[config.mk]
export PLATFORM = sky130hd
export DESIGN_NAME = spin_encoder
export DESIGN_NICKNAME = d
export VERILOG_FILES = /design/src/rtl/spin_encoder_pkg.sv /design/src/rtl/sat_add32.sv /design/src/rtl/spin_encoder.sv
export SDC_FILE = /design/constraint.sdc
export NUM_CORES = 1
export LEC_CHECK = 0
export CORE_MARGIN = 5
export CORE_UTILIZATION = 56
export DETAILED_ROUTE_END_ITERATION = 10
export GPL_TIMING_DRIVEN = 0
export PLACE_DENSITY = 0.93
export SLEW_MARGIN = 15
export SYNTH_ARGS = -nofsm -noshare
export SYNTH_HDL_FRONTEND = slang
export SYNTH_SLANG_ARGS = --single-unit
[constraint.sdc]
create_clock -name clk -period 4.05 [get_ports clk]
set_input_delay 0.405 -clock clk [delete_from_list [all_inputs] [get_ports clk]]
set_output_delay 0.405 -clock clk [all_outputs]
set_load 0.02 [all_outputs]
[src/rtl/spin_encoder_pkg.sv]
// Shared constants for the spin encoder and the decode-side weight mux.
// Holds the FSM state type, the 2-bit spin codes and the datapath widths.
package spin_encoder_pkg;

  localparam int TERM_W = 32;
  localparam int ACC_W  = 34;

  localparam logic [1:0] POS  = 2'b10;
  localparam logic [1:0] NEG  = 2'b01;
  localparam logic [1:0] ZERO = 2'b00;

  typedef enum logic [1:0] {
    IDLE   = 2'd0,
    ACCUM  = 2'd1,
    ENCODE = 2'd2
  } state_t;

  function automatic logic [1:0] spin_code(input logic signed [TERM_W-1:0] v);
    if (v > 0)
      return POS;
    else if (v < 0)
      return NEG;
    else
      return ZERO;
  endfunction

endpackage

[src/rtl/sat_add32.sv]
// 32+32 signed adder with a wide internal sum; SAT=1 clamps to the 32-bit
// signed range, SAT=0 keeps the low 32 bits (wrap-around).
module sat_add32
  import spin_encoder_pkg::*;
#(
  parameter int SAT = 1
) (
  input  logic signed [TERM_W-1:0] a,
  input  logic signed [TERM_W-1:0] b,
  output logic signed [TERM_W-1:0] sum
);

  localparam logic signed [ACC_W-1:0] MAX_V =
    {{(ACC_W-TERM_W+1){1'b0}}, {(TERM_W-1){1'b1}}};
  localparam logic signed [ACC_W-1:0] MIN_V =
    {{(ACC_W-TERM_W+1){1'b1}}, {(TERM_W-1){1'b0}}};

  logic signed [ACC_W-1:0] wide;

  always_comb begin
    wide = {{(ACC_W-TERM_W){a[TERM_W-1]}}, a} + {{(ACC_W-TERM_W){b[TERM_W-1]}}, b};
    sum  = wide[TERM_W-1:0];
    if (SAT != 0) begin
      if (wide > MAX_V)
        sum = MAX_V[TERM_W-1:0];
      else if (wide < MIN_V)
        sum = MIN_V[TERM_W-1:0];
    end
  end

endmodule

[src/rtl/spin_encoder.sv]
// Accumulates a stream of signed terms per node and commits the sign of the
// sum as a (z,o) spin code into the addressed node.
module spin_encoder
  import spin_encoder_pkg::*;
#(
  parameter int  OUTPUTS = 8,
  parameter int  SAT     = 1,
  localparam int IW      = $clog2(OUTPUTS)
) (
  input  logic                     clk,
  input  logic                     rst,
  input  logic                     in_valid,
  output logic                     in_ready,
  input  logic signed [TERM_W-1:0] in_data,
  input  logic                     in_last,
  input  logic [IW-1:0]            node_idx,
  input  logic                     clr,
  output logic [OUTPUTS-1:0]       z_out,
  output logic [OUTPUTS-1:0]       o_out,
  output logic                     done,
  output logic                     err
);

  state_t                   state, state_nxt;
  logic signed [TERM_W-1:0] acc, acc_sum;
  logic [IW-1:0]            idx_q;
  logic                     accept;
  logic                     idx_ok;
  logic [1:0]               code;

  assign accept = in_valid && in_ready;
  assign idx_ok = int'(idx_q) < OUTPUTS;
  assign code   = spin_code(acc);

  sat_add32 #(.SAT(SAT)) u_add (
    .a   (acc),
    .b   (in_data),
    .sum (acc_sum)
  );

  always_ff @(posedge clk) begin
    if (rst)
      state <= IDLE;
    else
      state <= state_nxt;
  end

  always_comb begin
    state_nxt = state;
    in_ready  = 1'b1;
    case (state)
      IDLE, ACCUM: begin
        if (accept)
          state_nxt = in_last ? ENCODE : ACCUM;
      end
      ENCODE: begin
        in_ready  = 1'b0;
        state_nxt = IDLE;
      end
      default: state_nxt = IDLE;
    endcase
  end

  // clr is applied before the term so a coincident first term still lands
  always_ff @(posedge clk) begin
    if (rst) begin
      acc   <= '0;
      idx_q <= '0;
      z_out <= '0;
      o_out <= '0;
      done  <= 1'b0;
      err   <= 1'b0;
    end else begin
      done <= 1'b0;
      if (state == IDLE && clr) begin
        z_out <= '0;
        o_out <= '0;
        err   <= 1'b0;
      end
      if (accept) begin
        if (state == IDLE) begin
          acc   <= in_data;
          idx_q <= node_idx;
        end else begin
          acc <= acc_sum;
        end
      end
      if (state == ENCODE) begin
        done <= 1'b1;
        if (!idx_ok)
          err <= 1'b1;
        else if (code != ZERO) begin
          z_out[idx_q] <= code[1];
          o_out[idx_q] <= code[0];
        end
      end
    end
  end

endmodule

==> results of run 1 <==
==> how the worst max path moves through the flow <==
stage               cells past startpoint  startpoint                    to  slack [ps]
finish                                 14  in_data[0]  acc[16]$_SDFFE_PP0P_         250
global placement                       14  in_data[0]  acc[16]$_SDFFE_PP0P_          70
CTS                                    14  in_data[0]  acc[16]$_SDFFE_PP0P_         330
detailed placement                     14  in_data[0]  acc[15]$_SDFFE_PP0P_          -4
floorplan                              13  in_data[0]   acc[2]$_SDFFE_PP0P_         970
global route                           14  in_data[0]  acc[16]$_SDFFE_PP0P_         120
==> sequential cells by signal (all words and copies together), names as in the netlist <==
register and cells:
done 1, o_out 8, acc 32, state 2, z_out 8, idx_q 3
==> cell families (layout without fill, tap and decap cells) <==
logic type | after synthesis | in the layout | synth area share [%]
compound gates | 204 | 204 | 30.46
xor+xnor | 25 | 25 | 5.225
fa+ha+maj | 33 | 33 | 10.03
buf+inv | 46 | 110 | 5.016
flops | 54 | 54 | 25.80
mux | 6 | 6 | 1.732
other cells | 1 | 1 | 0.08949
simple gates | 195 | 195 | 21.65
==> cells in the mapped netlist, types with 11 or more instances <==
cell type  count  area share, %
a21oi_1       63            7.5
nor3_1        11            1.3
nand3_1       14            1.7
ha_1          32            9.6
dfxtp_1       54             26
clkbuf_1      23            2.1
nor2_1        48            4.3
a211oi_1      12            2.1
o21ai_1       18            2.1
a21o_1        12            2.1
xnor2_1       14            2.9
a31oi_1       11            1.6
o21ai_0       45            5.4
xor2_1        11            2.3
nand2_1       71            6.4
==> worst register-to-register path: stages, from the launching register on <==
cell	delay [ps]
dfxtp_1	380
ha_1	220
inv_1	80
fa_1	370
nand2b_1	180
a21o_1	200
a211oi_2	270
nor2_1	130
o41a_1	490
o31a_4	360
o21ai_4	340
buf_4	260
nand2_1	80
a21oi_1	150
==> layer usage <==
metal / routed length, um / track usage (%) / up-vias
met1: 5129 / 33.90 / 2124
met3: 980 / 3.253 / 37
met2: 6128 / 47.93 / 228
met4: 378 / 11.10 / 0
li1: - / - / 2183
met5: 0 / 0 / -
==> stage by stage <==
| stage | hold WS [ps] | util (%) | instance area [um2] | setup TNS, ps |
|---|---|---|---|---|
| CTS | 480.1 | 68.55 | 4972 | 0 |
| global route | 489.7 | 68.55 | 4972 | 0 |
| detailed placement | 464.0 | 67.21 | 4875 | -3.747 |
| floorplan | 442.9 | - | 4190 | 0 |
| finish | 475.3 | 68.55 | 4972 | 0 |
| global placement | 455.6 | 67.21 | 4875 | 0 |
==> final cells by class <==
cell class	count	area (um2)	area share (%)
buffer	37	176.4	3.548
clock buffer	5	68.82	1.384
clock inverter	3	28.78	0.5788
inverter	9	33.78	0.6794
multi-input combinational	464	2899	58.30
sequential	54	1081	21.74
tap	99	123.9	2.491
timing repair buffer	56	560.5	11.27
==> power breakdown <==
group	internal, W	total [W]	leakage, nW	switching, W
Sequential	0.000570	0.000607	0.443	0.0000363
Combinational	0.000273	0.000658	1.42	0.000384
Clock	0.000130	0.000344	0.0506	0.000213
Total	0.000974	0.00161	1.92	0.000634
==> results.cfg, run 1 <==
[power]
cellPowerDensity_nw_per_um2 = 323.4
leakagePower_nw = 1.915
ir_worst_vdd_v = 0.0001843
finalPower_w = 0.001608

[outcome]
outcome = complete, no violations

[die]
rows = 31
io_pins = 59
coreArea_um2 = 7253
dieArea_um2 = 9312
start_util_pct = 57.77
die_h_um = 96.50
die_x_um = 96.50

[timing]
hold_viol = 0
worstMarginPinSlew_ps = 658.2
fin_crit_ps = 3802
fin_crit_sh_pct = 93.89
fmax_mhz = 263.0
relSlewSlack_pct = 54.99
setup_viol = 0
finalWorstSetupSlack_ps = 247.6
slew_viol_final = 0
rsz0062_at_grt = no
fin_skew_ps = 9.790

[synth]
yosysWarnings = 0
synth_cell_type_count = 60
synthCells = 564
ys.flop_type = dfxtp_1
syn_avg_cell_area_um2 = 7.430
synth_fp_nets = 637
ys_ff_latch = 54
synth_seq_area_share_pct = 25.80
synth_edf_count = 0
synth_area_um2 = 4190
ys_async_sr_fraction_pct = 0

[grt]
grt_antenna_before_repair = 0
grtUsageTotal_pct = 27.35
grt_pass1_vias = 4369
grt_max_degree = 20
grt_pass1_wl_um = 20180
grt_overflow_total = 0

[hold_path]
holdPathEnd = z_out[3]$_SDFF_PP0_
hold_depth = 2
hold_path_class = reg2reg
hold_start = z_out[3]$_SDFF_PP0_

[worst_setup_path]
path_class = in2reg
cp.arrival_ps = 4050
required_ps = 4300
slowest_delay_ps = 510
cp_slowest_cell = clkdlybuf4s50_1
crit_family = compound AO/OA/AOI/OAI gates
path_max_fanout = 10
reg2reg_depth = 13
rr_endpoint = acc[16]$_SDFFE_PP0P_
start_kind = input pin
r2r-start = acc[0]$_SDFFE_PP0P_
cp_num_buf_inv = 3
endpoint_kind = flop
reg2reg_slack_ps = 470
crit_chain = clkdlybuf4s50_1 -> ha_1 -> inv_1 -> fa_1 -> nand2b_1 -> a21o_1 -> a211oi_2 -> nor2_1 -> o41a_1 -> o31a_4 -> o21ai_4 -> buf_4 -> nand2_1 -> a21oi_1

[layout]
layout-drive-gt1-share_pct = 5.892
finalNetCount = 700
final_cell_mix = 71 x nand2_1, 63 x a21oi_1, 56 x clkdlybuf4s50_1
final_common_cell = nand2_1
fillers = 617
fin_cells = 727
area_growth_pct = 18.66
antennaDiodeCount = 0

[cts]
cts-resized-gates = 0
insertion_delay_ps = 320
cts_tree = yes
cts_buffers = 5
cts_root_buffer = clkbuf_8
holdBufCountCts = 0
clkTransAtPathRegs_ps = 120
htree_levels = 2
clockBufferDepth = 2
cts_sinks = 54
postCtsSetupBuffers = 0

[job]
drv_cap = 0

[drt]
drt_first_pass_iters = 5
first_iter_violations = 405
wire_per_inst_um = 17.35
drc = 0
viasPerCell = 6.289
antenna_left = 0
wirelength_um = 12620
vias = 4572

[placed_design]
dp_hpwl_um = 9661
gp_congestion = 0.9820
place_ws_ps = -3.747
portBuffers = 56
dp_cells = 719
Note: power is estimated with default switching activity, not from simulation.
==> run 2: changes to the inputs <==
--- a/config.mk
+++ b/config.mk
@@ -5,11 +5,13 @@
 export SDC_FILE = /design/constraint.sdc
 export NUM_CORES = 1
 export LEC_CHECK = 0
-export CORE_MARGIN = 5
-export CORE_UTILIZATION = 56
+export CORE_MARGIN = 8
+export CORE_UTILIZATION = 59
 export DETAILED_ROUTE_END_ITERATION = 10
+export DONT_BUFFER_PORTS = 1
 export GPL_TIMING_DRIVEN = 0
-export PLACE_DENSITY = 0.93
+export HOLD_SLACK_MARGIN = 0.02
+export PLACE_DENSITY = 0.86
 export SLEW_MARGIN = 15
 export SYNTH_ARGS = -nofsm -noshare
 export SYNTH_HDL_FRONTEND = slang
==> run 2 against run 1 <==
Effect of this change: register-to-register slack better by 50 ps; sequential power is essentially flat; global-route usage shrank 3.4 points; non-clock buffer count fell by 56; utilization is 4.0 points lower; design area decreased by 11%; via count shrank 5.2%.
==> results.cfg, run 2 (synthesis gave the netlist of run 1 again) <==
[timing]
relSlewSlack_pct = 55.23
fin_crit_ps = 3534
rsz0062_at_grt = no
setup_viol = 0
fin_skew_ps = 12.11
fin_hold_ws_ps = 170.1
worstMarginPinSlew_ps = 665.9
slew_viol_final = 0
hold_viol = 0
fin_crit_sh_pct = 87.27
fmax_mhz = 282.9
tns_ps = 0

[grt]
grt_use_met3_pct = 5.398
grt_use_met2_pct = 41.90
top_usage_layer = met2
grt_max_degree = 18
grtUsageTotal_pct = 23.99
grt_antenna_before_repair = 0
grt_overflow_total = 0
grt_pass1_vias = 4142
gr-usage-met1_pct = 27.72
grt_pass1_wl_um = 19730

[cts]
insertion_delay_ps = 320
clockBufferDepth = 2
cts-resized-gates = 0
clkTransAtPathRegs_ps = 100
postCtsSetupBuffers = 0
holdBufCountCts = 0
cts_root_buffer = clkbuf_8
htree_levels = 2
cts_sinks = 54
cts_tree = yes
cts_buffers = 5

[layout]
fin_cells = 668
final_common_cell = nand2_1
finalNetCount = 644
regMostFlops = acc
area_growth_pct = 5.225
largest_reg_flops = 32
layout-drive-gt1-share_pct = 6.469
reg.largest.list = acc (32), o_out (8), z_out (8)
final_cell_mix = 71 x nand2_1, 63 x a21oi_1, 54 x dfxtp_1
antennaDiodeCount = 0

[worst_setup_path]
reg2reg_depth = 13
endpoint_kind = flop
path_class = reg2reg
r2r-start = acc[0]$_SDFFE_PP0P_
reg2reg_slack_ps = 520
cp.arrival_ps = 3750
required_ps = 4260
path_max_fanout = 10
rr_endpoint = acc[10]$_SDFFE_PP0P_
start_kind = flop

[drt]
drc = 0
wire_per_inst_um = 18.28
viasPerCell = 6.487
drt_first_pass_iters = 5
antenna_left = 0
wirelength_um = 12210
first_iter_violations = 319
vias = 4333

[hold_path]
hold_depth = 1
hold_path_class = in2reg
holdPathEnd = state[0]$_SDFFE_PP0P_
hold_start = rst

[die]
coreArea_um2 = 6832
dieArea_um2 = 10060
rows = 30
start_util_pct = 61.34
die_h_um = 100.3
die_x_um = 100.3
io_pins = 59

[power]
leakagePower_nw = 1.702
cellPowerDensity_nw_per_um2 = 351.5
ir_worst_vdd_v = 0.0002188
finalPower_w = 0.001550

[placed_design]
dp_hpwl_um = 9456
gp_congestion = 0.9480
portBuffers = 0
dp_cells = 660

[job]
drv_cap = 0

[outcome]
outcome = complete, no violations
## run 2: changes by cell type in the layout (fill, tap and decap cells not counted), sizes merged
cell,delta
inv,-1
clkinv,-1
clkbuf,+1
clkinvlp,+1
clkdlybuf4s50,-56
## run 2: worst max path at each step
stage | start | end | slack (ps) | depth (start not counted)
after detailed placement | in_data[0] | acc[17]$_SDFFE_PP0P_ | 550 | 13
final | acc[0]$_SDFFE_PP0P_ | acc[10]$_SDFFE_PP0P_ | 520 | 13
after CTS | acc[0]$_SDFFE_PP0P_ | acc[12]$_SDFFE_PP0P_ | 570 | 13
after floorplan | in_data[0] | acc[2]$_SDFFE_PP0P_ | 970 | 13
after global routing | acc[0]$_SDFFE_PP0P_ | acc[10]$_SDFFE_PP0P_ | 360 | 13
after global placement | in_data[0] | acc[8]$_SDFFE_PP0P_ | 590 | 13
## run 2: layer usage
| layer | up-vias | wire, um |
|---|---|---|
| li1 | 2064 | - |
| met1 | 2046 | 5011 |
| met2 | 189 | 5842 |
| met3 | 34 | 1003 |
| met4 | 0 | 355 |
| met5 | - | 0 |
## run 2: worst max-delay path, cell delays in order (launching register included)
cell	delay (ps)
dfxtp_1	380
ha_1	210
inv_1	60
fa_1	370
nand2b_1	190
a21o_1	210
a211oi_2	290
nor2_1	130
o41a_1	490
o31a_4	350
mux2i_4	230
buf_6	200
nand2_1	60
a221oi_1	270
## run 2: through the flow
stage	instance area, um2	util [%]	setup slack (ps)
2_1_floorplan	4190	-	973.1
3_3_place_gp	4310	63.10	592.8
3_5_place_dp	4310	63.10	552.4
4_1_cts	4409	64.54	572.1
5_1_grt	4409	64.54	355.2
6_report	4409	64.54	515.5
## run 2: power breakdown
part	switching, W	internal [W]	total, W
clock	0.000198	0.000142	0.000340
combinational	0.000364	0.000238	0.000603
sequential	0.0000372	0.000570	0.000607
total	0.000600	0.000950	0.00155
## run 2: area by class of cell
cell class / count / area [um2]
multi-input cells: 464 / 2899
fillers: 639 / 2422
flip-flops and latches: 54 / 1081
plain buffers: 37 / 176.4
well taps: 96 / 120.1
clock buffers: 6 / 82.58
inverters: 9 / 33.78
clock inverters: 2 / 16.27
==> run 3: changes to the inputs <==
--- a/config.mk
+++ b/config.mk
@@ -12,6 +12,7 @@
 export GPL_TIMING_DRIVEN = 0
 export HOLD_SLACK_MARGIN = 0.02
 export PLACE_DENSITY = 0.86
+export SKIP_CTS_REPAIR_TIMING = 1
 export SLEW_MARGIN = 15
 export SYNTH_ARGS = -nofsm -noshare
 export SYNTH_HDL_FRONTEND = slang
==> results of run 3 <==
The final DEF is identical to that of run 2; final timing and power are the same.
